$ cat config.mk
export PLATFORM = sky130hd
export DESIGN_NAME = ysyx_22051013_idu_scoreboard
export DESIGN_NICKNAME = d
export VERILOG_FILES = /design/src/rtl/ysyx_22051013_idu_scoreboard_pkg.sv /design/src/rtl/ysyx_22051013_sb_hazard.sv /design/src/rtl/ysyx_22051013_idu_scoreboard.sv
export SDC_FILE = /design/constraint.sdc
export NUM_CORES = 1
export LEC_CHECK = 0
export CAP_MARGIN = 20
export CORE_AREA = 5 5 103 129
export CTS_CLUSTER_DIAMETER = 60
export DETAILED_ROUTE_END_ITERATION = 8
export DIE_AREA = 0 0 108 134
export PLACE_DENSITY = 0.76
export SLEW_MARGIN = 5
export SYNTH_ARGS = -nofsm -noshare
export SYNTH_HDL_FRONTEND = slang
export SYNTH_SLANG_ARGS = --single-unit
$ cat constraint.sdc
create_clock -name clk -period 3 [get_ports clk]
set_clock_uncertainty 0.1 [all_clocks]
set_input_delay 0.3 -clock clk [delete_from_list [all_inputs] [get_ports clk]]
set_output_delay 0.3 -clock clk [all_outputs]
set_load 0.05 [all_outputs]
$ cat src/rtl/ysyx_22051013_idu_scoreboard_pkg.sv
// ysyx_22051013_idu_scoreboard_pkg: shared widths, constants and issue-state type for the decode scoreboard.
package ysyx_22051013_idu_scoreboard_pkg;
    localparam int REGADDR = 5;
    localparam int NREG_DEF = 32;
    localparam logic [31:0] ZERO32 = 32'h0000_0000;
    localparam logic [REGADDR-1:0] X0 = '0;
    typedef enum logic {ISS_EMPTY, ISS_FULL} iss_state_e;
endpackage

$ cat src/rtl/ysyx_22051013_sb_hazard.sv
// ysyx_22051013_sb_hazard: flags a decode instruction whose sources or destination have a pending write.
module ysyx_22051013_sb_hazard
    import ysyx_22051013_idu_scoreboard_pkg::*;
#(
    parameter int NREG = NREG_DEF
) (
    input  logic [NREG-1:0]    eff_busy_i,
    input  logic               rs1_ena_i,
    input  logic [REGADDR-1:0] rs1_addr_i,
    input  logic               rs2_ena_i,
    input  logic [REGADDR-1:0] rs2_addr_i,
    input  logic               rd_ena_i,
    input  logic [REGADDR-1:0] rd_addr_i,
    output logic               hazard_o
);
    logic rs1_hit, rs2_hit, rd_hit;
    always_comb begin
        // x0 is excluded explicitly so a stray busy bit 0 can never stall decode
        rs1_hit = rs1_ena_i & (rs1_addr_i != X0) & eff_busy_i[rs1_addr_i];
        rs2_hit = rs2_ena_i & (rs2_addr_i != X0) & eff_busy_i[rs2_addr_i];
        rd_hit = rd_ena_i & (rd_addr_i != X0) & eff_busy_i[rd_addr_i];
        hazard_o = rs1_hit | rs2_hit | rd_hit;
    end
endmodule

$ cat src/rtl/ysyx_22051013_idu_scoreboard.sv
// ysyx_22051013_idu_scoreboard: pending-write scoreboard and one-entry issue register between decode and execute.
module ysyx_22051013_idu_scoreboard
    import ysyx_22051013_idu_scoreboard_pkg::*;
#(
    parameter bit WB_BYPASS = 1'b1,
    parameter int NREG = NREG_DEF
) (
    input  logic               clk,
    input  logic               rst,
    input  logic               id_valid_i,
    output logic               id_ready_o,
    input  logic               rs1_ena_i,
    input  logic [REGADDR-1:0] rs1_addr_i,
    input  logic               rs2_ena_i,
    input  logic [REGADDR-1:0] rs2_addr_i,
    input  logic               rd_ena_i,
    input  logic [REGADDR-1:0] rd_addr_i,
    output logic               ex_valid_o,
    input  logic               ex_ready_i,
    output logic [REGADDR-1:0] ex_rd_addr_o,
    input  logic               wb_valid_i,
    input  logic [REGADDR-1:0] wb_addr_i,
    input  logic               flush_i,
    output logic [NREG-1:0]    busy_o,
    output logic [31:0]        stall_cnt_o
);
    localparam logic [NREG-1:0] ONE = {{(NREG-1){1'b0}}, 1'b1};
    iss_state_e state_q, state_d;
    logic [NREG-1:0] busy_q, busy_d, eff_busy, wb_clr, rd_set;
    logic [REGADDR-1:0] ex_rd_q, ex_rd_d;
    logic [31:0] stall_cnt_q, stall_cnt_d;
    logic hazard, slot_free, fire;

    ysyx_22051013_sb_hazard #(.NREG(NREG)) u_hazard (
        .eff_busy_i(eff_busy),
        .rs1_ena_i (rs1_ena_i),
        .rs1_addr_i(rs1_addr_i),
        .rs2_ena_i (rs2_ena_i),
        .rs2_addr_i(rs2_addr_i),
        .rd_ena_i  (rd_ena_i),
        .rd_addr_i (rd_addr_i),
        .hazard_o  (hazard)
    );

    always_comb begin
        wb_clr = wb_valid_i ? (ONE << wb_addr_i) : '0;
        eff_busy = WB_BYPASS ? (busy_q & ~wb_clr) : busy_q;
        slot_free = (state_q == ISS_EMPTY) | ex_ready_i;
        id_ready_o = ~hazard & slot_free & ~flush_i;
        fire = id_valid_i & id_ready_o;
        rd_set = (fire & rd_ena_i & (rd_addr_i != X0)) ? (ONE << rd_addr_i) : '0;
        // set is OR-ed after the clear so a same-cycle reissue of rd keeps it busy
        busy_d = flush_i ? '0 : ((busy_q & ~wb_clr) | rd_set);
        state_d = flush_i ? ISS_EMPTY : fire ? ISS_FULL : ex_ready_i ? ISS_EMPTY : state_q;
        ex_rd_d = fire ? (rd_ena_i ? rd_addr_i : X0) : ex_rd_q;
        stall_cnt_d = (id_valid_i & hazard & ~flush_i & ~&stall_cnt_q) ? stall_cnt_q + 32'd1 : stall_cnt_q;
    end

    always_ff @(posedge clk or negedge rst) begin
        if (!rst) begin
            state_q <= ISS_EMPTY;
            busy_q <= '0;
            ex_rd_q <= X0;
            stall_cnt_q <= ZERO32;
        end else begin
            state_q <= state_d;
            busy_q <= busy_d;
            ex_rd_q <= ex_rd_d;
            stall_cnt_q <= stall_cnt_d;
        end
    end

    assign ex_valid_o = (state_q == ISS_FULL);
    assign ex_rd_addr_o = ex_rd_q;
    assign busy_o = busy_q;
    assign stall_cnt_o = stall_cnt_q;
endmodule

==> impl_metrics.env <==
export IMPL_clock_path_buffers=2
export IMPL_finalMaxSlewViolations=0
export IMPL_die_area_sq_mm=0.0145
export IMPL_grt_overflow=0
export IMPL_ys_async_sr_fraction=1.00
export IMPL_start_util=0.387
export IMPL_syn_to_final_growth_pct=68.2
export IMPL_drive_gt1_frac=0.351
export IMPL_hold_violations=0
export IMPL_ys_ff_latch=70
export IMPL_cp_num_buf_inv=6
export IMPL_postLayoutCellArea_sq_mm=0.00777
export IMPL_p_total_uw=3020
export IMPL_period_share=1.05
export IMPL_vias_per_cell=5.99
export IMPL_rsz0062_at_grt="yes"
export IMPL_grt_use_total=0.292
export IMPL_fmax_mhz=318
export IMPL_synthesis_area_sq_mm=0.00462
export IMPL_cp_data_arrival_time_ns=2.75
export IMPL_port_buffers=99
export IMPL_wl_per_cell_um=23.0
export IMPL_synth_area_leader_cell="dfrtp_1"
export IMPL_via_count=5556
export IMPL_synth_warnings=0
export IMPL_fillers=984
export IMPL_cts_sinks=70
export IMPL_critical_path_top_delay_family="simple AND/OR/NAND/NOR gates"
export IMPL_status="finished, violations left"
export IMPL_cpPeakStageDelay_ns=0.33
export IMPL_path_cells="buf_6, nand4bb_1, buf_6, buf_4, o2111ai_2, o21ai_1, nor4_2, o211ai_1, o31ai_1, buf_4, and4b_2, buf_6, nand2_4, nor2_4, buf_12"
export IMPL_synth_nets=545
export IMPL_instances_no_fill=928
export IMPL_maxCapViolations=0
export IMPL_synth_edff_count=0
export IMPL_grt_first_pass_wirelength_um=32000
export IMPL_min_delay_path_class="reg -> reg"
export IMPL_cts_clk_slew_worst_paths_ns=0.06
export IMPL_place_area_sq_mm=0.00675
export IMPL_period_needed_ns=3.15
export IMPL_violations="setup timing"
export IMPL_ys_seq_area_frac=0.379
export IMPL_dr_pass1_iters=8
export IMPL_cts_root_buf="clkbuf_16"
export IMPL_ioPinCount=100
export IMPL_grt_max_degree=31
export IMPL_drt_drc_violations_left=0
export IMPL_crit_fanout=10
export IMPL_die_w_um=108
export IMPL_leakage_uw=0.00323
export IMPL_grt_pass1_vias=5575
export IMPL_critPathLaunchType="primary input"
export IMPL_yosys_cell_types_count=61
export IMPL_synth_top_cell_area_share=0.379
export IMPL_critical_path_class="in -> out"
export IMPL_dp_cells=874
export IMPL_worstSetupEndpointType="primary output"
export IMPL_synth_top_cells_by_count="dfrtp_1 (70), o21ai_0 (39), nand2_1 (34)"
export IMPL_dr_first_iter_drc_count=454
export IMPL_slew_headroom=0.543
export IMPL_cts_htree_levels=3
export IMPL_cts_tree="yes"
export IMPL_diodes=0
export IMPL_syn_inst=515
export IMPL_nNetsFinal=789
export IMPL_power_density_mw_per_mm2=389
export IMPL_insertion_delay_ns=0.35
export IMPL_dp_hpwl_um=16100
export IMPL_wl_um=21300
export IMPL_path_common_cell="buf_6"
export IMPL_gp_congestion=1.00
export IMPL_rows=45
export IMPL_ant_nets=0
export IMPL_fp_dieH_um=134
export IMPL_coreArea_sq_mm=0.0119
export IMPL_synth_avg_cell_area_sq_um=8.97
export IMPL_setup_violations=20
export IMPL_netlist_top_cells_area="dfrtp_1 (38%), o32ai_1 (5.5%), o21ai_0 (4.2%), xor2_1 (4.2%), mux2i_1 (4.1%)"
export IMPL_synth_flop_cell="dfrtp_1"
export IMPL_numCtsBuffers=9
export IMPL_cp_slowest_cell="nor4_2"
export IMPL_worst_pin_slew_ns=0.686
export IMPL_synth_most_common_cell="dfrtp_1"
export IMPL_finalWorstSetupSlack_ns=-0.148
export IMPL_ir_drop_mv=0.289
export IMPL_grt_antenna_before_repair=0
export IMPL_required_ns=2.60
==> sequential cells by signal, summed over array words and instances, names as in the netlist <==
signal and cells:
ex_valid_o 1, busy_o 32, stall_cnt_o 32, ex_rd_addr_o 5
==> path summary, 6_finish.rpt <==
kind | cells after the start | slack (ns) | to | startpoint
max | 15 | -0.15 | id_ready_o | wb_addr_i[2]
min | 1 | 0.38 | stall_cnt_o[7] | stall_cnt_o[7]
max reg2reg | 13 | 0.04 | stall_cnt_o[27] | busy_o[24]
min reg2reg | 1 | 0.38 | stall_cnt_o[7] | stall_cnt_o[7]
max in group asynchronous | 3 | 1.58 | busy_o[13] | rst
min in group asynchronous | 2 | 0.42 | stall_cnt_o[16] | rst
==> timing repair <==
item / CTS / global route
buffers inserted: 28 / 7
cloned: 0 / 2
resized for setup: 108 / 37
hold buffers: 1 / 0
pin swaps: 22 / 7
endpoints found under the hold margin: 28 / 0
endpoints found under the setup margin: 70 / 44
==> placed cells by master, fill, tap and decap left out, types with 6 or more instances in the layout <==
cell and instances:
o21ai_0 17, clkdlybuf4s50_1 82, nor2_1 26, clkbuf_16 10
xnor2_1 10, xor2_1 22, o21ai_4 6, buf_6 12
o32ai_2 7, buf_4 158, nand3_1 22, nand3b_1 6
or3_1 9, nor3_1 25, dlygate4sd2_1 8, dfrtp_2 6
o21ai_1 14, o21ai_2 6, o211ai_1 8, nand4_1 19
nor2b_1 7, dfrtp_1 64, mux2i_1 17, nand2b_1 9
o22ai_1 7, nand2_1 32, o32ai_1 19, inv_1 15
==> worst register-to-register path, stage by stage (launching register included) <==
cell and delay, ns:
dfrtp_1 0.47, o21ai_4 0.13, buf_4 0.15, buf_4 0.12, nor2_1 0.12, nor2_1 0.08
o311ai_1 0.30, a41oi_2 0.14, and4b_2 0.29, buf_4 0.14, buf_6 0.12, buf_6 0.13
or4_4 0.43, xnor2_2 0.14
==> routing by layer <==
layer	GRT usage	wire length (um)
met1	0.345	8040
met2	0.487	10500
met3	0.0510	1450
met4	0.184	1400
met5	0	0
==> layout make-up <==
class / count / area [sq um] / area share
Clock buffer: 11 / 243 / 0.0312
Timing Repair Buffer: 272 / 2390 / 0.308
Sequential cell: 70 / 1760 / 0.226
Multi-Input combinational cell: 391 / 3030 / 0.390
Inverter: 15 / 56.3 / 0.00725
Tap cell: 164 / 205 / 0.0264
Clock inverter: 5 / 81.3 / 0.0105
==> logic make-up (layout without fill, tap and decap cells) <==
group           count (synthesis)  after routing  synth area share
simple gates                  205            206             0.253
buf+inv                        55            303            0.0523
compound gates                129            129             0.199
mux                            22             22            0.0509
fa+ha+maj                       1              1           0.00271
xor+xnor                       33             33            0.0626
flops                          70             70             0.379
==> power by group <==
part	switching (uW)	internal, uW	leakage, uW
sequential	50.0	992	0.000953
clock	442	753	0.000156
combinational	478	309	0.00213
==> stage by stage <==
stage / hold slack, ns / util / TNS, ns / setup WS (ns)
CTS: 0.387 / 0.627 / -0.130 / -0.123
floorplan: -0.0956 / - / -0.130 / -0.130
global route: 0.399 / 0.651 / -3.31 / -0.220
finish: 0.383 / 0.651 / -0.785 / -0.148
global placement: 0.268 / 0.565 / -64.75 / -1.08
detailed placement: 0.274 / 0.565 / -67.63 / -1.09
(Power assumes the default switching activity.)
